==> config.mk <==
export PLATFORM = sky130hd
export DESIGN_NAME = sleep_timer
export DESIGN_NICKNAME = d
export VERILOG_FILES = /design/src/rtl/sleep_timer.sv
export SDC_FILE = /design/constraint.sdc
export NUM_CORES = 1
export LEC_CHECK = 0
export BUFFER_PORTS_ARGS = -buffer_cell sky130_fd_sc_hd__buf_2
export CORE_MARGIN = 2
export CORE_UTILIZATION = 54
export DETAILED_ROUTE_END_ITERATION = 8
export GPL_ROUTABILITY_DRIVEN = 0
export PLACE_DENSITY_LB_ADDON = 0.12
export RECOVER_POWER = 100
export SLEW_MARGIN = 15
export SYNTH_ARGS = -nofsm -noshare
export SYNTH_HDL_FRONTEND = slang
export SYNTH_SLANG_ARGS = --single-unit
==> constraint.sdc <==
create_clock -name clk -period 2.22 [get_ports clk]
set_clock_uncertainty 0.1 [all_clocks]
set_input_delay 0.222 -clock clk [delete_from_list [all_inputs] [get_ports clk]]
set_output_delay 0.222 -clock clk [all_outputs]
set_load 0.005 [all_outputs]
==> src/rtl/sleep_timer.sv <==
// sleep_timer
//   Lockout timer between the Controller's sleep output and its end_sleep
//   input. While sleep is held high it counts down a lockout of whole seconds
//   of clk, then pulses end_sleep for one cycle. Each completed lockout doubles
//   the next one, saturating at MAX_LEVEL; correct_password clears escalation.
//
// Ports
//   clk              in   system clock
//   system_reset     in   synchronous, active-high reset
//   sleep            in   level from Controller, high while it is asleep
//   correct_password in   one-cycle pulse, clears the escalation level
//   end_sleep        out  registered one-cycle pulse, lockout elapsed
//   sleeping         out  high while the countdown runs
//   secs_left        out  remaining whole seconds, 0 when not counting
//   lock_level       out  current escalation level
//
// state        | meaning
// IDLE         | waiting for sleep to rise
// COUNT        | countdown running
// WAIT_RELEASE | lockout done, waiting for sleep to drop before re-arming

module sleep_timer #(
  parameter int CLK_HZ       = 50_000_000,
  parameter int BASE_SECONDS = 5,
  parameter int MAX_LEVEL    = 3,
  parameter int SEC_W        = 8,
  localparam int LVL_RAW     = $clog2(MAX_LEVEL + 1),
  localparam int LVL_W       = (LVL_RAW < 2) ? 2 : LVL_RAW
) (
  input  logic             clk,
  input  logic             system_reset,
  input  logic             sleep,
  input  logic             correct_password,
  output logic             end_sleep,
  output logic             sleeping,
  output logic [SEC_W-1:0] secs_left,
  output logic [LVL_W-1:0] lock_level
);

  localparam int PS_W = (CLK_HZ > 1) ? $clog2(CLK_HZ) : 1;
  localparam logic [PS_W-1:0]  PS_MAX  = PS_W'(CLK_HZ - 1);
  localparam logic [LVL_W-1:0] LVL_MAX = LVL_W'(MAX_LEVEL);
  localparam logic [SEC_W-1:0] BASE    = SEC_W'(BASE_SECONDS);

  typedef enum logic [1:0] {
    IDLE         = 2'd0,
    COUNT        = 2'd1,
    WAIT_RELEASE = 2'd2
  } state_t;

  state_t           state_q, state_d;
  logic [PS_W-1:0]  ps_q, ps_d;
  logic [SEC_W-1:0] secs_q, secs_d;
  logic [LVL_W-1:0] lvl_q, lvl_d;
  logic             end_q, end_d;
  logic             sleeping_q, sleeping_d;
  logic             tick;

  assign tick = (ps_q == PS_MAX);

  always_comb begin
    state_d = state_q;
    ps_d    = ps_q;
    secs_d  = secs_q;
    lvl_d   = lvl_q;
    end_d   = 1'b0;

    case (state_q)
      IDLE: begin
        if (sleep) begin
          state_d = COUNT;
          secs_d  = BASE << lvl_q;
          ps_d    = '0;
        end
      end

      COUNT: begin
        // Abort takes priority over a coincident expiry: no pulse if sleep drops.
        if (!sleep) begin
          state_d = IDLE;
          secs_d  = '0;
          ps_d    = '0;
        end else begin
          ps_d = tick ? '0 : ps_q + 1'b1;
          if (tick && (secs_q != '0)) begin
            if (secs_q == SEC_W'(1)) begin
              secs_d  = '0;
              end_d   = 1'b1;
              state_d = WAIT_RELEASE;
              if (lvl_q < LVL_MAX) lvl_d = lvl_q + 1'b1;
            end else begin
              secs_d = secs_q - 1'b1;
            end
          end
        end
      end

      WAIT_RELEASE: begin
        if (!sleep) state_d = IDLE;
      end

      default: begin
        state_d = IDLE;
        secs_d  = '0;
        ps_d    = '0;
      end
    endcase

    // Clear wins over a same-cycle expiry increment.
    if (correct_password) lvl_d = '0;

    sleeping_d = (state_d == COUNT);
  end

  always_ff @(posedge clk) begin
    if (system_reset) begin
      state_q    <= IDLE;
      ps_q       <= '0;
      secs_q     <= '0;
      lvl_q      <= '0;
      end_q      <= 1'b0;
      sleeping_q <= 1'b0;
    end else begin
      state_q    <= state_d;
      ps_q       <= ps_d;
      secs_q     <= secs_d;
      lvl_q      <= lvl_d;
      end_q      <= end_d;
      sleeping_q <= sleeping_d;
    end
  end

  assign end_sleep  = end_q;
  assign sleeping   = sleeping_q;
  assign secs_left  = secs_q;
  assign lock_level = lvl_q;

endmodule

Yosys cells after proc, flatten, opt, wreduce, memory -nomap -nowiden
Index checks and enable logic that the tools add are counted.
- add/subtract/negate cells: 3
- order comparisons: 1
- equality and inequality tests: 7
- shift operators: 1
- muxes and demuxes: 16
- bitwise gates (word level): 4
- reduce and logical (&&, ||, !) cells: 8
- operators by type and width (cell ; count):
    $mux W26 ; 3
    $pmux W26 S3 ; 1
    $mux W8 ; 4
    $add A26 B1 Y26 const B ; 1
    $eq A26 B26 Y1 const B ; 1
    $pmux W8 S3 ; 1
    $mux W2 ; 5
    $eq A8 B1 Y1 const B ; 1
    $reduce_bool A8 Y1 ; 1
    $shl A3 B2 Y8 const A ; 1
    $sub A8 B1 Y8 const B ; 1
    $pmux W2 S3 ; 1
    $reduce_and A5 Y1 ; 1
    $eq A2 B1 Y1 const B ; 2
    $not A1 Y1 ; 4
    $reduce_or A4 Y1 ; 1
    $ne A3 B3 Y1 const B ; 1
    $reduce_and A3 Y1 ; 1
    $add A2 B1 Y2 const B ; 1
    $eq A2 B2 Y1 const B ; 1
    $logic_not A2 Y1 ; 1
    $lt A2 B2 Y1 const B ; 1
    $ne A2 B2 Y1 const B ; 1
    $reduce_and A2 Y1 ; 1
    other kinds (3) ; 3
- register bits: 40
- input port bits: 4
- output and inout bits: 12
- word-level logic and storage cells: 46

Longest topological paths before layout
Gate-level depths: netlist of run 1.
- depth in word-level cells: 6
- depth in mapped cells: 8
- depth with buffers taken out: 7

Worst setup path after synthesis of run 1
Ideal clock, no wire load.
- path type: register to register
- start point: reg secs_q[0] (netlist: secs_left[0])
- end point: reg secs_q[0] (netlist: secs_left[0])
- library setup time: 0.072 ns
- arrival time: 2.127 ns
- required time: 2.048 ns
- slack: -0.079 ns
- cell stages (with the launch flop): 9
- buffers on the path: 1
- period minus slack after synthesis: 2.299 ns
- cells stage by stage: dfxtp_1 > inv_1 > ha_1 > or3b_2 > or3_1 > and3_1 > buf_6 > o21ai_4 > mux2i_1
- longest elaborated chain between the ends: 5
- elaborated cells between the ends (all ways): 10
- RTL lines (element ; RTL line ; RTL):
    start, declared ; 53 ; logic [SEC_W-1:0] secs_q, secs_d;
    start signal, assigned ; 126 ; secs_q <= secs_d;
    $sub A8 B1 Y8 or $eq A8 B1 Y1 (tied branches) ; 92, 86 ;
    $mux W8 ; 86 ; if (secs_q == SEC_W'(1)) begin
    $mux W8 ; 85 ; if (tick && (secs_q != '0)) begin
    $mux W8 ; 79 ; if (!sleep) begin
    $pmux W8 S3 ; 68 ; case (state_q)
Parallel ways exist; a longest one is shown, timed or not. The select of a mux whose other input is x is not followed.
A chain may end at the register's enable or synchronous reset.

Worst setup path after layout of run 1
- start point: reg secs_q[1] (netlist: secs_left[1])
- end point: reg secs_q[2] (netlist: secs_left[2])
Same word-level chain as after synthesis.

==> run_results.csv, run 1 <==
group,metric,value,unit
status,outcome,"finished clean",
timing,setup_viol,0,
clocking,clock_latency,0.30,ns
floorplan,coreArea,4030,µm²
synth,netlist_area,2270,µm²
floorplan,start_util,56.3,%
worst_setup_path,r2r_setup_slack,0.04,ns
synth,synth.distinct_cells,50,
clocking,h-tree-depth,2,
drt,final_antenna_net_count,0,
job,cap_viol_max_count,0,
global_route,grt_pass1_vias,1938,
power_and_ir_drop,pwr_density_cell,530,nW/µm²
global_route,grt_use_total,27.0,%
drt,wirelength,5.99,mm
clocking,cts_hold_buf,0,
drt,drt-wirelength-per-cell,15.9,µm
global_route,gr-total-overflow,0,
synth,synth_ff_type,"dfxtp_1",
final_layout,seq_area,806,µm²
power_and_ir_drop,p_leak,1.14,nW
timing,worst_pin_slew,0.453,ns
synth,syn_nets,289,
synth,synth_edf_count,0,
worst_setup_path,crit_chain,"inv_4, ha_4, or3b_4, or3_4, and3_4, o21ai_4, mux2i_1",
worst_setup_path,critical_path_arrival,2.30,ns
placement,placed_cell_area,2650,µm²
clocking,root_buffer,"clkbuf_8",
clocking,cts_sinks,40,
worst_setup_path,crit_path_start_kind,"flip-flop",
global_route,grt_pass1_wl,9.40,mm
timing,min_period,2.18,ns
worst_setup_path,slowest_delay,0.38,ns
global_route,grt_max_degree,25,
final_layout,multi_input_area,1460,µm²
floorplan,dieWidth,68.8,µm
synth,synth-warning-count,0,
synth,ys_async_sr_fraction,0,%
timing,drv_slew,0,
global_route,antenna_found_initial,0,
floorplan,ioPinCount,16,
synth,seq_area_frac_synth,35.3,%
drt,first_pass_iters,5,
worst_setup_path,endpoint_kind,"flip-flop",
final_layout,final_cell_area,2860,µm²
timing,finalHoldViolCount,0,
drt,vias,2340,
floorplan,die-area,4730,µm²
timing,grt_setup_unrepaired,"true",
timing,tns,0,ns
drt,vias_per_cell,6.21,
worst_setup_path,crit_type,"reg -> reg",
timing,fmax,458,MHz
final_layout,fin_nets,337,
floorplan,fp.dieH,68.8,µm
final_layout,antenna_cells,0,
floorplan,rows,23,
clocking,cts_tree,"built",
placement,port_buffers,15,
placement,hpwl,4.09,mm
final_layout,final_util,70.9,%
min_path,hp-class,"in -> reg",
final_layout,drive_above_1_share,26.3,%
timing,layout_setup_ws,0.0374,ns
clocking,clk_path_buf_depth,2,
power_and_ir_drop,peakVddDrop,472,µV
synth,syn_area_per_cell,8.16,µm²
final_layout,area_delta_synth_final,25.9,%
clocking,clkTransAtPathRegs,0.08,ns
timing,slew_headroom,69.7,%
placement,pre_cts_slack,0.00735,ns
final_layout,final_cell_mix,"36 x dfxtp_1, 36 x buf_4, 25 x nand2_1",
final_layout,fill_cells,335,
worst_setup_path,worstPathRequired,2.34,ns
clocking,cts_buffers,5,
synth,synth-seq-cells,40,
drt,initialDrtViolationCount,236,
worst_setup_path,crit_fanout,8,
drt,drc_errors,0,
synth,syn_inst,278,
timing,finalCritPeriodShare,98.3,%
worst_setup_path,cp_slowest_cell,"or3b_4",
-- critical path: cells and delay by family (launching register included) --
kind	cells	cell delay (ns)
buf+inv	1	0.07
simple gates	3	0.93
fa+ha+maj	1	0.13
compound gates	1	0.31
mux	1	0.24
flops	1	0.34
-- sequential cells by signal, indices dropped and copies added, names as in the netlist --
signal and cells:
state_q 2, sleeping 1, lock_level 2, secs_left 8, end_sleep 1, ps_q 26
-- cell type report --
class,count,share of cell area (%)
repair buffers,53,13.2
well taps,50,2.19
inverters,10,1.40
multi-input cells,216,51.2
clock inverters,2,1.23
clock buffers,6,2.54
flip-flops and latches,40,28.2
-- layer usage --
layer  track usage, %  routed length (µm)
met5                0                   0
met4             8.58                  68
met3             4.22                 347
met1             41.8                2910
met2             37.7                2660
-- synthesized netlist by cell type, drive strengths merged (2+ instances only) --
cell	number	area, µm²
nor4	9	56.3
and4	3	26.3
buf	5	31.3
dfxtp	40	801
o21ai	20	111
nor2b	3	18.8
o2bb2ai	2	17.5
nand3	9	45.0
ha	7	87.6
nand4	7	43.8
nand2	25	93.8
a21o	7	52.6
o31ai	3	22.5
or4	6	45.0
and3	7	43.8
nor3b	3	22.5
xnor2	4	35.0
o211ai	3	27.5
or2	3	18.8
a22o	2	17.5
a31oi	7	43.8
inv	10	37.5
nand2b	3	18.8
o22ai	4	25.0
a21oi	15	75.1
or3	7	43.8
nor2	20	75.1
nand3b	2	15.0
nor4b	2	23.8
a41oi	4	35.0
mux2i	8	80.1
clkbuf	7	26.3
nor3	9	45.0
-- final timing paths --
kind / start / to / cells after the start
setup / recovery: secs_left[1]$_SDFFE_PP0P_ / secs_left[2]$_SDFFE_PP0P_ / 7
hold / removal: correct_password / lock_level[0]$_SDFFE_PP0P_ / 2
setup reg to reg: secs_left[1]$_SDFFE_PP0P_ / secs_left[2]$_SDFFE_PP0P_ / 7
hold reg to reg: ps_q[25]$_SDFFE_PP0P_ / ps_q[25]$_SDFFE_PP0P_ / 1
-- what timing repair did --
action	4_1_cts	5_1_grt
hold endpoints to repair	0	0
resized for setup	0	21
gates cloned	0	0
setup endpoints to repair	1	16
pin swaps	1	4
setup buffers	0	1
-- power breakdown --
group / switching [mW] / total [mW] / internal (mW)
logic: 0.0991 / 0.178 / 0.0786
registers: 0.00742 / 0.733 / 0.725
clock network: 0.270 / 0.604 / 0.334
total: 0.376 / 1.51 / 1.14
-- cells by family after synthesis --
family	synth area share, %
XOR/XNOR	1.93
buffers and inverters	4.19
AND/OR/NAND/NOR	29.5
multiplexers	4.03
adder cells (fa/ha/maj)	3.86
AO/OA/AOI/OAI	21.1
flip-flops	35.3
-- metrics by stage --
step                hold WS (ns)  std cells  power, mW
global route              0.0183        377       1.56
finish                    0.0201        377       1.51
CTS                       0.0154        376       1.50
global placement           0.316        368      0.906
detailed placement         0.319        368      0.907
floorplan                  0.199        278      0.846
Note: power is estimated with default switching activity, not from simulation.
==> inputs of run 2 (changes only) <==
CORE_UTILIZATION = 55   (was 54)
CTS_BUF_LIST = sky130_fd_sc_hd__clkbuf_2   (was not set)
==> run_results.csv, run 2 (synthesis results as in run 1) <==
group,metric,value,unit
final_layout,drive_above_1_share,25.3,%
job,cap_viol_max_count,0,
drt,first_pass_iters,5,
placement,pre_cts_slack,0.0204,ns
final_layout,largest_reg_flops,26,
global_route,grt_pass1_vias,1929,
timing,worst_pin_slew,0.457,ns
final_layout,antenna_cells,0,
placement,hpwl,4.17,mm
drt,drc_errors,0,
global_route,antenna_found_initial,0,
timing,min_period,2.15,ns
floorplan,ioPinCount,16,
clocking,root_buffer,"clkbuf_2",
drt,vias,2318,
clocking,clk_path_buf_depth,2,
clocking,h-tree-depth,2,
worst_setup_path,endpoint_kind,"flip-flop",
worst_setup_path,slowest_delay,0.38,ns
floorplan,start_util,57.1,%
timing,slew_headroom,69.4,%
timing,drv_slew,0,
timing,setup_viol,0,
global_route,grt_max_degree,20,
final_layout,final_cell_mix,"38 x dfxtp_1, 35 x buf_4, 25 x nand2_1",
final_layout,fin_nets,342,
status,outcome,"finished clean",
floorplan,die-area,4650,µm²
drt,wl_met3,346,µm
floorplan,coreArea,3970,µm²
global_route,gr-total-overflow,0,
floorplan,rows,23,
min_path,hp-class,"in -> reg",
worst_setup_path,crit_buf_inv,2,
drt,initialDrtViolationCount,232,
floorplan,dieWidth,68.2,µm
timing,layout_setup_ws,0.0672,ns
worst_setup_path,crit_fanout,4,
power_and_ir_drop,peakVddDrop,361,µV
drt,met2_length,2.52,mm
worst_setup_path,cp_slowest_cell,"dfxtp_1",
worst_setup_path,crit_type,"reg -> reg",
final_layout,area_delta_synth_final,23.4,%
drt,wl_met1,2.94,mm
timing,fmax,465,MHz
timing,whs,0.0720,ns
power_and_ir_drop,p_leak,1.13,nW
drt,final_antenna_net_count,0,
worst_setup_path,worstPathRequired,2.47,ns
placement,placed_cell_area,2650,µm²
drt,wirelength,5.85,mm
drt,drt-wirelength-per-cell,15.3,µm
clocking,cts_sinks,40,
clocking,clkTransAtPathRegs,0.22,ns
timing,finalHoldViolCount,0,
floorplan,fp.dieH,68.2,µm
final_layout,largest_register,"ps_q",
final_layout,final_cell_area,2800,µm²
timing,finalCritPeriodShare,97.0,%
drt,vias_per_cell,6.07,
worst_setup_path,critical_path_arrival,2.40,ns
power_and_ir_drop,pwr_density_cell,445,nW/µm²
global_route,grt_use_total,27.2,%
final_layout,final_common_cell,"dfxtp_1",
timing,grt_setup_unrepaired,"true",
worst_setup_path,crit_chain,"inv_1, ha_2, or3b_4, or3_4, and3_4, o21ai_4, buf_4, mux2i_1",
clocking,clock_latency,0.41,ns
drt,route.top_layer_used,"met4",
worst_setup_path,crit_path_start_kind,"flip-flop",
clocking,cts_buffers,5,
clocking,cts_tree,"built",
worst_setup_path,crit_family,"simple AND/OR/NAND/NOR gates",
placement,port_buffers,15,
global_route,grt_pass1_wl,9.40,mm
-- run 2: cell types whose count changed in the layout (fill, tap and decap cells not counted), sizes merged --
| cell | change |
|---|---|
| bufinv | -1 |
| dlygate4sd3 | +2 |
| buf | -2 |
| clkbuf | +4 |
| clkinv | +2 |
-- run 2: what timing repair did --
item,4_1_cts,5_1_grt
hold endpoints to repair,3,0
pin swaps,1,2
resized for setup,1,16
setup endpoints to repair,4,19
buffers inserted,0,5
hold buffers,2,0
-- run 2: final cells by class --
| class | count | area (µm²) |
|---|---|---|
| multi-input combinational | 216 | 1450 |
| fill | 323 | 1170 |
| sequential | 40 | 803 |
| timing repair buffer | 58 | 402 |
| tap | 50 | 62.6 |
| inverter | 10 | 37.5 |
| clock buffer | 5 | 25.0 |
| clock inverter | 3 | 18.8 |
-- run 2: power by group --
group	total, mW	switching [mW]	internal (mW)	leakage, nW
clock	0.336	0.260	0.0763	0.0327
sequential	0.734	0.00604	0.728	0.324
combinational	0.176	0.0949	0.0810	0.774
total	1.25	0.361	0.885	1.13
-- run 2: path summary, 6_finish.rpt --
path	endpoint	cells past startpoint	start	slack (ns)
setup reg to reg	secs_left[0]$_SDFFE_PP0P_	8	secs_left[0]$_SDFFE_PP0P_	0.07
hold / removal	end_sleep$_SDFF_PP0_	2	system_reset	0.07
hold reg to reg	ps_q[25]$_SDFFE_PP0P_	1	ps_q[25]$_SDFFE_PP0P_	0.41
setup / recovery	secs_left[0]$_SDFFE_PP0P_	8	secs_left[0]$_SDFFE_PP0P_	0.07
-- run 2: metal layers --
metal / track usage [%] / up-vias
li1: - / 1153
met1: 41.3 / 1081
met2: 39.0 / 80
met3: 4.93 / 4
met4: 7.25 / 0
met5: 0 / -
-- run 2: metrics by stage --
| step | util, % | power [mW] | cells | TNS (ns) |
|---|---|---|---|---|
| after floorplan | - | 0.846 | 278 | 0 |
| after global placement | 66.8 | 0.906 | 367 | 0 |
| after detailed placement | 66.8 | 0.909 | 367 | 0 |
| after CTS | 68.5 | 1.24 | 377 | 0 |
| after global routing | 70.4 | 1.30 | 382 | -0.262 |
| final | 70.4 | 1.25 | 382 | 0 |
